[config.mk]
export PLATFORM = sky130hd
export DESIGN_NAME = led_chaser
export DESIGN_NICKNAME = d
export VERILOG_FILES = /design/src/rtl/led_pkg.sv /design/src/rtl/led_tick_div.sv /design/src/rtl/led_chaser.sv
export SDC_FILE = /design/constraint.sdc
export NUM_CORES = 1
export LEC_CHECK = 0
export BUFFER_PORTS_ARGS = -buffer_cell sky130_fd_sc_hd__buf_2
export CAP_MARGIN = 20
export CORE_MARGIN = 2
export CORE_UTILIZATION = 42
export DETAILED_ROUTE_END_ITERATION = 10
export GPL_ROUTABILITY_DRIVEN = 0
export PLACE_DENSITY_LB_ADDON = 0.12
export SLEW_MARGIN = 10
export SYNTH_ARGS = -nofsm -noshare
export SYNTH_HDL_FRONTEND = slang
export SYNTH_HIERARCHICAL = 1
export SYNTH_SLANG_ARGS = --single-unit
[constraint.sdc]
create_clock -name clk -period 5.49 [get_ports clk]
set_input_delay 0.549 -clock clk [delete_from_list [all_inputs] [get_ports clk]]
set_output_delay 0.549 -clock clk [all_outputs]
set_load 0.1 [all_outputs]
[src/rtl/led_pkg.sv]
// Shared definitions for the LED chaser: mode encodings and bounce direction.
package led_pkg;

    localparam logic [1:0] MODE_ROL    = 2'd0;
    localparam logic [1:0] MODE_ROR    = 2'd1;
    localparam logic [1:0] MODE_BOUNCE = 2'd2;
    localparam logic [1:0] MODE_BLINK  = 2'd3;

    typedef enum logic {
        DIR_L = 1'b0,
        DIR_R = 1'b1
    } dir_t;

endpackage

[src/rtl/led_tick_div.sv]
// Programmable prescaler: emits a combinational tick once every div cycles
// (div of 0 behaves like 1). Holds while pause is high.
module led_tick_div #(
    parameter int DIV_W = 32
) (
    input  logic             clk,
    input  logic             rst,
    input  logic [DIV_W-1:0] div,
    input  logic             pause,
    output logic             tick
);

    localparam logic [DIV_W-1:0] ONE = DIV_W'(1);

    logic [DIV_W-1:0] cnt;
    logic [DIV_W-1:0] last;

    // Terminal count; the >= compare lets a lowered div wrap on the next cycle.
    always_comb begin
        last = (div == '0) ? '0 : (div - ONE);
        tick = !pause && (cnt >= last);
    end

    // Counter advances or wraps only while not paused.
    always_ff @(posedge clk) begin
        if (rst) begin
            cnt <= '0;
        end else if (!pause) begin
            if (cnt >= last) begin
                cnt <= '0;
            end else begin
                cnt <= cnt + ONE;
            end
        end
    end

endmodule

[src/rtl/led_chaser.sv]
// LED pattern generator: rotate left/right, bounce or blink, one step per
// prescaler tick. Optional PWM dimming is enabled with macro LED_PWM_DIM_EN.
module led_chaser
    import led_pkg::*;
#(
    parameter int WIDTH = 16,
    parameter int DIV_W = 32
) (
    input  logic             clk,
    input  logic             rst,
    input  logic [1:0]       mode,
    input  logic [DIV_W-1:0] div,
    input  logic             pause,
    input  logic [3:0]       brightness,
    output logic             step,
    output logic [WIDTH-1:0] led_out
);

    localparam logic [WIDTH-1:0] SEED = WIDTH'(1);
    localparam logic [WIDTH-1:0] ONES = {WIDTH{1'b1}};

    logic             tick;
    logic [WIDTH-1:0] pattern;
    logic [WIDTH-1:0] pattern_nxt;
    dir_t             dir;
    dir_t             dir_nxt;
    logic [1:0]       mode_q;
    logic [1:0]       mode_nxt;

    led_tick_div #(
        .DIV_W (DIV_W)
    ) u_tick_div (
        .clk   (clk),
        .rst   (rst),
        .div   (div),
        .pause (pause),
        .tick  (tick)
    );

    // Next pattern: a mode change or a dead all-zero pattern reloads the seed
    // instead of advancing; otherwise step according to the latched mode.
    always_comb begin
        pattern_nxt = pattern;
        dir_nxt     = dir;
        mode_nxt    = mode_q;
        if (tick) begin
            if (mode != mode_q) begin
                mode_nxt    = mode;
                pattern_nxt = (mode == MODE_BLINK) ? ONES : SEED;
                dir_nxt     = DIR_L;
            end else if ((mode_q != MODE_BLINK) && (pattern == '0)) begin
                pattern_nxt = SEED;
                dir_nxt     = DIR_L;
            end else begin
                case (mode_q)
                    MODE_ROL: pattern_nxt = {pattern[WIDTH-2:0], pattern[WIDTH-1]};
                    MODE_ROR: pattern_nxt = {pattern[0], pattern[WIDTH-1:1]};
                    MODE_BOUNCE: begin
                        if (dir == DIR_L) begin
                            if (pattern[WIDTH-1]) begin
                                dir_nxt     = DIR_R;
                                pattern_nxt = pattern >> 1;
                            end else begin
                                pattern_nxt = pattern << 1;
                            end
                        end else begin
                            if (pattern[0]) begin
                                dir_nxt     = DIR_L;
                                pattern_nxt = pattern << 1;
                            end else begin
                                pattern_nxt = pattern >> 1;
                            end
                        end
                    end
                    default: pattern_nxt = ~pattern;
                endcase
            end
        end
    end

    // Pattern state register; step mirrors the tick one cycle later.
    always_ff @(posedge clk) begin
        if (rst) begin
            pattern <= SEED;
            dir     <= DIR_L;
            mode_q  <= MODE_ROL;
            step    <= 1'b0;
        end else begin
            pattern <= pattern_nxt;
            dir     <= dir_nxt;
            mode_q  <= mode_nxt;
            step    <= tick;
        end
    end

`ifdef LED_PWM_DIM_EN
    logic [3:0] pwm_cnt;

    // Free-running PWM phase, deliberately not stopped by pause.
    always_ff @(posedge clk) begin
        if (rst) begin
            pwm_cnt <= 4'd0;
        end else begin
            pwm_cnt <= pwm_cnt + 4'd1;
        end
    end

    assign led_out = pattern & {WIDTH{pwm_cnt < brightness}};
`else
    logic unused_brightness;
    assign unused_brightness = ^brightness;
    assign led_out = pattern;
`endif

endmodule

==> results of run 1 <==
==> report_power, final <==
| part | switching (mW) | internal (mW) | leakage, nW |
|---|---|---|---|
| Clock | 0.128 | 0.103 | 0.0445 |
| Sequential | 0.00184 | 0.378 | 0.419 |
| Combinational | 0.0493 | 0.0343 | 1.45 |
==> stage by stage <==
stage | instance area (um2) | power [mW] | setup WS [ns] | instances | utilization (%)
after floorplan | 4310 | 0.436 | 0.973 | 554 | -
after global placement | 4640 | 0.470 | 0.339 | 718 | 47.0
after detailed placement | 4640 | 0.473 | 0.274 | 718 | 47.0
after CTS | 4730 | 0.704 | 0.607 | 726 | 48.0
after global routing | 4730 | 0.729 | 0.150 | 726 | 48.0
final | 4730 | 0.695 | 0.600 | 726 | 48.0
==> path summary, 6_finish.rpt <==
path | to | slack [ns]
min | u_tick_div/cnt[1] | 0.54
max reg2reg | led_out[3] | 2.33
max | led_out[3] | 0.60
min reg2reg | u_tick_div/cnt[1] | 0.54
==> synthesized netlist by cell type (3+ instances only) <==
library cell,number
a21oi_1,34
nor3_2,5
nand3_1,18
a221o_1,5
a22oi_1,4
o21ai_0,19
nor4_2,3
o22ai_1,3
or4_1,6
nand2_1,69
ha_1,35
nand4_1,20
dfxtp_1,52
nand2b_1,4
clkbuf_1,10
nor2_1,42
xor2_1,35
mux2i_1,7
nor3_1,53
or4_4,3
or3_1,5
o211ai_1,4
xnor2_1,23
nor4_1,9
o21a_1,3
and3_1,3
buf_2,12
nor2b_1,4
a211oi_2,4
inv_1,12
and2_1,3
or2_2,3
a31oi_1,3
==> worst max-delay path, delay by kind of cell <==
family	cells	cell delay, ns
adders and majority gates	1	0.30
buffers and inverters	1	0.12
AOI/OAI and AO/OA	7	2.20
and+or+nand+nor	7	1.94
==> cells in the final DEF (no fill, tap or decap), types with 4 or more instances in the layout <==
cell type  count
nor3_2         5
ha_1          35
or4_1          6
a22oi_1        4
nand2_1       69
xor2_1        35
a211oi_2       4
nand3_1       18
o21ai_0       19
buf_2         53
dfxtp_1       52
nor2b_1        4
xnor2_1       23
clkbuf_8       6
or3_1          5
nand4_1       20
inv_1         12
nor4_1         9
mux2i_1        7
o211ai_1       4
nor3_1        53
nand2b_1       4
a221o_1        5
a21oi_1       34
nor2_1        42
==> layout make-up <==
type                            instances  share of cell area (%)
Sequential cell                        52                    22.0
Tap cell                              133                    3.52
Timing Repair Buffer                   56                    6.08
Multi-Input combinational cell        463                    65.3
Clock inverter                          1                   0.159
Inverter                               14                    1.11
Clock buffer                            7                    1.82
==> logic make-up (layout without fill, tap and decap cells) <==
group	after synthesis	count (layout)
buffers and inverters	39	78
DFF	52	52
and+or+nand+nor	262	262
adders and majority gates	35	35
xor gates and xnor gates	58	58
AOI/OAI and AO/OA	101	101
muxes	7	7
==> metal layers <==
metal	vias up	wire length, um	global-route usage [%]
met2	80	5160	33.0
met4	0	111	6.10
met1	1968	5300	27.3
met3	11	356	3.28
met5	-	0	0
li1	2098	-	-
==> registers in the layout, summed over array words and instances, names as in the netlist <==
| name | flops |
|---|---|
| u_tick_div/cnt | 32 |
| led_out | 16 |
| mode_q | 2 |
| dir | 1 |
| step | 1 |
==> qor.csv, run 1 <==
metric,value,unit
crit path DAT,5.12,ns
Initial Utilization,43.6,%
Synth Area in Adders,10.2,%
Vias,4157,
"Hold Vio Cnt, Final",0,
hold buffer count at cts,0,
Vias/cell,5.73,
proportion of layout cells with a drive suffix above 1,15.7,%
CP startpoint,div[17],
main combinational cell family by area after synthesis,simple AND/OR/NAND/NOR gates,
area of the multi-input gates,3090,um2
hold path cells,3,
GRT Total Usage,20.2,%
PortBufs,53,
largest net degree at the start of global routing,46,
Reg-to-Reg Start,u_tick_div/cnt[0],
Post-synth EDFFs,0,
"Clk Latency, worst-skew pair",0.31,ns
clock skew,0.00814,ns
deepest clock path buffer count,2,
synthesized area per cell,7.77,um2
1st-iter DRT viols,175,
Synth top area share,24.2,%
final number of setup-violating endpoints,0,
die footprint,11100,um2
mux share of post-synthesis cell area,1.63,%
#FFs+latches synth,52,
post-synth cell types,64,
Hold Slack,0.541,ns
post-cts resize count,0,
"Critical Path, Cell by Cell",buf_2 > or4_4 > or4_1 > nor3_4 > nand2_1 > a21oi_1 > ha_1 > nand4_1 > nor2_1 > a221o_1 > a211o_1 > o31a_2 > o21ai_4 > nor3_1 > a211o_4 > a211oi_2,
Layout fillers,996,
worst r2r path cells,11,
vias in the first global route,3856,
WP data required,5.72,ns
CTS tree,built,
n_diodes,0,
worst-path fanout max,14,
"Seq/Total Area, Yosys",24.2,%
Synth Area in Simple Gates,32.2,%
Synthesis Warnings,6,
fmax,205,MHz
post-synthesis cell area,4310,um2
Max Slew Vio Count,0,
chip width,105,um
initial antenna violation count,0,
Slowest Stage Delay on Critical Path,0.59,ns
grt total ovfl,0,
post-synth top area cell,dfxtp_1,
outcome,"finished, final reports clean",
VDD IR-drop max,0.000113,V
ys async rst share,0,%
core area,9860,um2
top post-synthesis cells by area,"dfxtp_1 (24%), ha_1 (10%), xor2_1 (7.1%), nor3_1 (6.2%), nand2_1 (6.0%)",
top_reg_cell synth,dfxtp_1,
Remaining DRCs,0,
total leakage power,1.92,nW
Hold WC Path Type,in -> reg,
Power Density,147,nW/um2
Worst Max-Slew Pin Slew,0.939,ns
clock slew at reported path FFs,0.10,ns
post-synthesis compound-gate area fraction,16.0,%
Area Overhead vs Synth,9.88,%
Setup CP Type,in -> reg,
"Net Count, Synth",630,
clock sinks,52,
routed len/inst,15.1,um
slew margin rel.,37.3,%
xor and xnor fraction of the mapped netlist area,11.8,%
CTS buffer count,5,
Ports,58,
Post-CTS Setup Inserts,0,
fin nets,668,
"Slowest-stage cell, CP",or4_1,
unrepaired setup endpoints after global routing,false,
Max H-tree Level,2,
fin crit period,4.89,ns
total negative setup slack,0,ns
Antenna Nets Post-Route,0,
root buf cell,clkbuf_8,
drt pass-1 iters,4,
crit share post-route,89.1,%
dpl hpwl,8280,um
first-pass GRT wire length,18500,um
CP Launch Type,primary input,
FF+latch area,1040,um2
Die Ht,105,um
CP endpoint kind,register,
Detailed Route WL,10900,um
HP Start,pause,
post-synthesis cell count,554,
row count,36,
max-cap viol count,0,
(Power assumes the default switching activity.)
==> run 2: changes to the inputs <==
Settings changed: PLACE_DENSITY set to 0.58, PLACE_DENSITY_LB_ADDON 0.12 to not set.
==> qor.csv, run 2 (synthesized netlist as in run 1, its figures left out) <==
metric,value,unit
outcome,"finished, final reports clean",
Ports,58,
Hold WC Path Type,in -> reg,
Slowest Stage Delay on Critical Path,0.61,ns
Pwr Total,0.726,mW
root buf cell,clkbuf_8,
clock slew at reported path FFs,0.10,ns
largest net degree at the start of global routing,46,
"Clk Latency, worst-skew pair",0.31,ns
final number of setup-violating endpoints,0,
1st-iter DRT viols,171,
row count,36,
Vias,4139,
unrepaired setup endpoints after global routing,false,
Area Overhead vs Synth,10.5,%
first-pass GRT wire length,18600,um
post-cts resize count,0,
max reg flops,32,
VDD IR-drop max,0.000109,V
"Design Area, Final",4760,um2
Biggest register,u_tick_div/cnt,
Worst Max-Slew Pin Slew,0.933,ns
final std cells w/o fill,727,
"commonest non-fill, non-tap cells in the layout","nand2_1 (69), nor3_1 (53), buf_2 (53)",
Vias/cell,5.69,
Initial Utilization,43.6,%
PortBufs,53,
Max Slew Vio Count,0,
proportion of layout cells with a drive suffix above 1,16.0,%
dpl cell area,4640,um2
chip width,105,um
fin nets,669,
hold buffer count at cts,0,
CP endpoint kind,register,
slew margin rel.,37.7,%
deepest clock path buffer count,2,
initial antenna violation count,0,
"Critical Path, Cell by Cell",buf_2 > nor4_1 > nand3_1 > nand2b_1 > o31a_1 > o21ai_0 > ha_1 > a21oi_1 > o21ai_1 > a221o_1 > a211o_1 > o31a_2 > o21ai_4 > nor3_1 > a211o_4 > nor3_2,
Setup CP Type,in -> reg,
drt pass-1 iters,4,
clock skew,0.00726,ns
CTS buffer count,5,
Power Density,153,nW/um2
Remaining DRCs,0,
core area,9860,um2
Max H-tree Level,2,
"Slowest-stage cell, CP",nor4_1,
placed cells,719,
Post-CTS Setup Inserts,0,
CTS tree,built,
total negative setup slack,0,ns
fmax,211,MHz
Antenna Nets Post-Route,0,
Die Ht,105,um
"Hold Vio Cnt, Final",0,
vias in the first global route,3805,
worst-path fanout max,14,
max-cap viol count,0,
CP Launch Type,primary input,
Hold Slack,0.536,ns
WP data required,5.73,ns
dpl hpwl,8180,um
fin crit period,4.75,ns
grt total ovfl,0,
crit share post-route,86.4,%
total leakage power,1.93,nW
clock sinks,52,
crit path DAT,4.99,ns
routed len/inst,14.6,um
Detailed Route WL,10600,um
n_diodes,0,
GRT Total Usage,20.0,%
die footprint,11100,um2
"most common cell after layout, fill and taps aside",nand2_1,
-- run 2: final timing paths --
kind / start / endpoint / slack, ns / cells after the start
max: div[7] / led_out[8] / 0.74 / 16
min: pause / u_tick_div/cnt[2] / 0.54 / 3
max reg2reg: u_tick_div/cnt[0] / led_out[8] / 2.48 / 11
min reg2reg: u_tick_div/cnt[1] / u_tick_div/cnt[1] / 0.54 / 2
-- run 2: routing by layer --
metal | wire (um) | track usage, % | up-vias
li1 | - | - | 2099
met2 | 4880 | 31.8 | 88
met3 | 413 | 2.97 | 13
met4 | 166 | 5.43 | 0
met5 | 0 | 0 | -
met1 | 5180 | 28.1 | 1939
-- run 2: layout make-up --
type | count | area, um2
multi-input combinational | 463 | 3090
inverter | 14 | 52.6
fill | 1004 | 5110
clock buffer | 5 | 68.8
clock inverter | 3 | 42.5
timing repair buffer | 57 | 295
tap | 133 | 166
sequential | 52 | 1040
-- run 2: through the flow --
stage / setup slack (ns) / util (%)
after floorplan: 0.973 / -
after global placement: 0.445 / 47.1
after detailed placement: 0.436 / 47.1
after CTS: 0.770 / 48.2
after global routing: 0.335 / 48.2
final: 0.745 / 48.2
-- run 2: power breakdown --
group / internal, mW / total (mW) / leakage, nW / switching (mW)
Clock: 0.135 / 0.264 / 0.0541 / 0.129
Sequential: 0.378 / 0.380 / 0.419 / 0.00179
Combinational: 0.0339 / 0.0820 / 1.46 / 0.0481
-- run 2: worst max-delay path, delay by kind of cell --
kind / cells / cell delay [ns]
simple gates: 5 / 1.53
fa+ha+maj: 1 / 0.31
buf+inv: 1 / 0.13
compound gates: 9 / 2.47
==> run 3: changes to the inputs <==
==> constraint.sdc (replaced) <==
create_clock -name clk -period 5.49 [get_ports clk]
set_input_delay 1.098 -clock clk [delete_from_list [all_inputs] [get_ports clk]]
set_output_delay 1.098 -clock clk [all_outputs]
set_load 0.1 [all_outputs]
==> qor.csv, run 3 (synthesized netlist as in run 1, its figures left out) <==
metric,value,unit
"Slowest-stage cell, CP",or4_1,
reg2reg setup slack,2.42,ns
final number of setup-violating endpoints,0,
VDD IR-drop max,0.0000847,V
crit path DAT,5.51,ns
Remaining DRCs,0,
vias in the first global route,3845,
slew margin rel.,39.3,%
PortBufs,53,
max reg flops,32,
hold buffer count at cts,0,
hold path cells,2,
"commonest non-fill, non-tap cells in the layout","nand2_1 (69), nor3_1 (53), buf_2 (53)",
drt pass-1 iters,4,
Setup CP Type,in -> reg,
grt total ovfl,0,
number of buffers and inverters on the critical path,1,
CTS buffer count,5,
max-cap viol count,0,
first-pass GRT wire length,18500,um
largest net degree at the start of global routing,46,
root buf cell,clkbuf_8,
Slowest Stage Delay on Critical Path,0.57,ns
Post-CTS Setup Inserts,0,
core area,9860,um2
Ports,58,
CTS tree,built,
Highest Signal Layer,met4,
die footprint,11100,um2
"Clk Latency, worst-skew pair",0.31,ns
total leakage power,1.95,nW
fin crit period,5.26,ns
Worst Max-Slew Pin Slew,0.909,ns
1st-iter DRT viols,133,
DRT met1 WL,5500,um
clock skew,0.0125,ns
Vias,4098,
placed cells,726,
Detailed Route WL,10800,um
total negative setup slack,0,ns
row count,36,
clock slew at reported path FFs,0.10,ns
worst-path fanout max,10,
CP Launch Type,primary input,
deepest clock path buffer count,2,
Vias/cell,5.58,
clock sinks,52,
Initial Utilization,43.6,%
unrepaired setup endpoints after global routing,false,
Biggest register,u_tick_div/cnt,
HP Start,u_tick_div/cnt[1],
Hold WC Path Type,reg -> reg,
proportion of layout cells with a drive suffix above 1,16.8,%
post-cts resize count,0,
GRT Total Usage,19.7,%
reg2reg end,led_out[7],
"Design Area, Final",4790,um2
Antenna Nets Post-Route,0,
Hold Path Sink,u_tick_div/cnt[1],
initial antenna violation count,0,
"most common cell after layout, fill and taps aside",nand2_1,
Layout fillers,1005,
Die Ht,105,um
Max H-tree Level,2,
CP endpoint kind,register,
family with the most delay on the worst path,simple AND/OR/NAND/NOR gates,
Power Density,144,nW/um2
Area Overhead vs Synth,11.2,%
final std cells w/o fill,734,
met3 routed WL,241,um
"Critical Path, Cell by Cell",buf_2 > or4_4 > or4_1 > nor4_2 > xor2_1 > nand2_1 > ha_1 > a21oi_1 > nand2_1 > a221o_1 > a211o_1 > o31a_2 > o21ai_4 > nor3_1 > a211o_4 > nor3_2,
WP data required,5.73,ns
chip width,105,um
CP most frequent cell,nand2_1,
fin nets,676,
Pwr Total,0.689,mW
dpl cell area,4700,um2
dpl hpwl,8270,um
outcome,"finished, final reports clean",
met2 WL post-DR,4960,um
worst r2r path cells,11,
n_diodes,0,
Max Slew Vio Count,0,
routed len/inst,14.7,um
Reg-to-Reg Start,u_tick_div/cnt[0],
crit share post-route,95.9,%
"Hold Vio Cnt, Final",0,
fmax,190,MHz
[run 3: cell types whose count changed in the layout (fill, tap and decap cells not counted)]
cell       change
buf_4          +7
bufinv_16      -1
clkinv_4       +1
clkbuf_1       +1
clkinv_2       -1
[run 3: layout make-up]
class                      instances  area [um2]  area share (%)
multi-input combinational        463        3090            64.5
sequential                        52        1040            21.8
timing repair buffer              64         348            7.27
tap                              133         166            3.48
clock buffer                       6        72.6            1.52
inverter                          14        52.6            1.10
clock inverter                     2        16.3           0.340
[run 3: worst max path at each step]
stage / start / endpoint / slack, ns / depth (start not counted)
6_report: div[17] / led_out[7] / 0.23 / 16
2_1_floorplan: div[17] / led_out[6] / 0.42 / 16
3_5_place_dp: div[17] / led_out[5] / -0.08 / 16
4_1_cts: div[17] / led_out[7] / 0.24 / 16
5_1_grt: div[0] / u_tick_div/cnt[19] / 0.02 / 19
3_3_place_gp: div[17] / led_out[5] / -0.02 / 16
[run 3: metrics by stage]
stage               setup slack (ns)  util (%)  hold WS, ns
finish                         0.225      48.5        0.533
global route                  0.0228      48.5        0.556
CTS                            0.238      48.5        0.536
detailed placement           -0.0796      47.6        0.518
global placement             -0.0232      47.6        0.513
floorplan                      0.424         -        0.478
[run 3: report_power, final]
| group | internal, mW | switching (mW) | leakage (nW) | total (mW) |
|---|---|---|---|---|
| clock network | 0.0911 | 0.134 | 0.0414 | 0.225 |
| logic | 0.0346 | 0.0494 | 1.49 | 0.0840 |
| registers | 0.378 | 0.00178 | 0.419 | 0.380 |
| total | 0.504 | 0.185 | 1.95 | 0.689 |
[run 3: tightest hold or removal path: stages (launching register included)]
cell     delay [ns]
dfxtp_1        0.37
nand2_1        0.07
a21oi_1        0.05
[run 3: per-layer routing]
layer / track usage (%) / vias to the layer above
met1: 27.5 / 1917
li1: - / 2115
met2: 32.5 / 58
met5: 0 / -
met4: 4.00 / 0
met3: 2.41 / 8
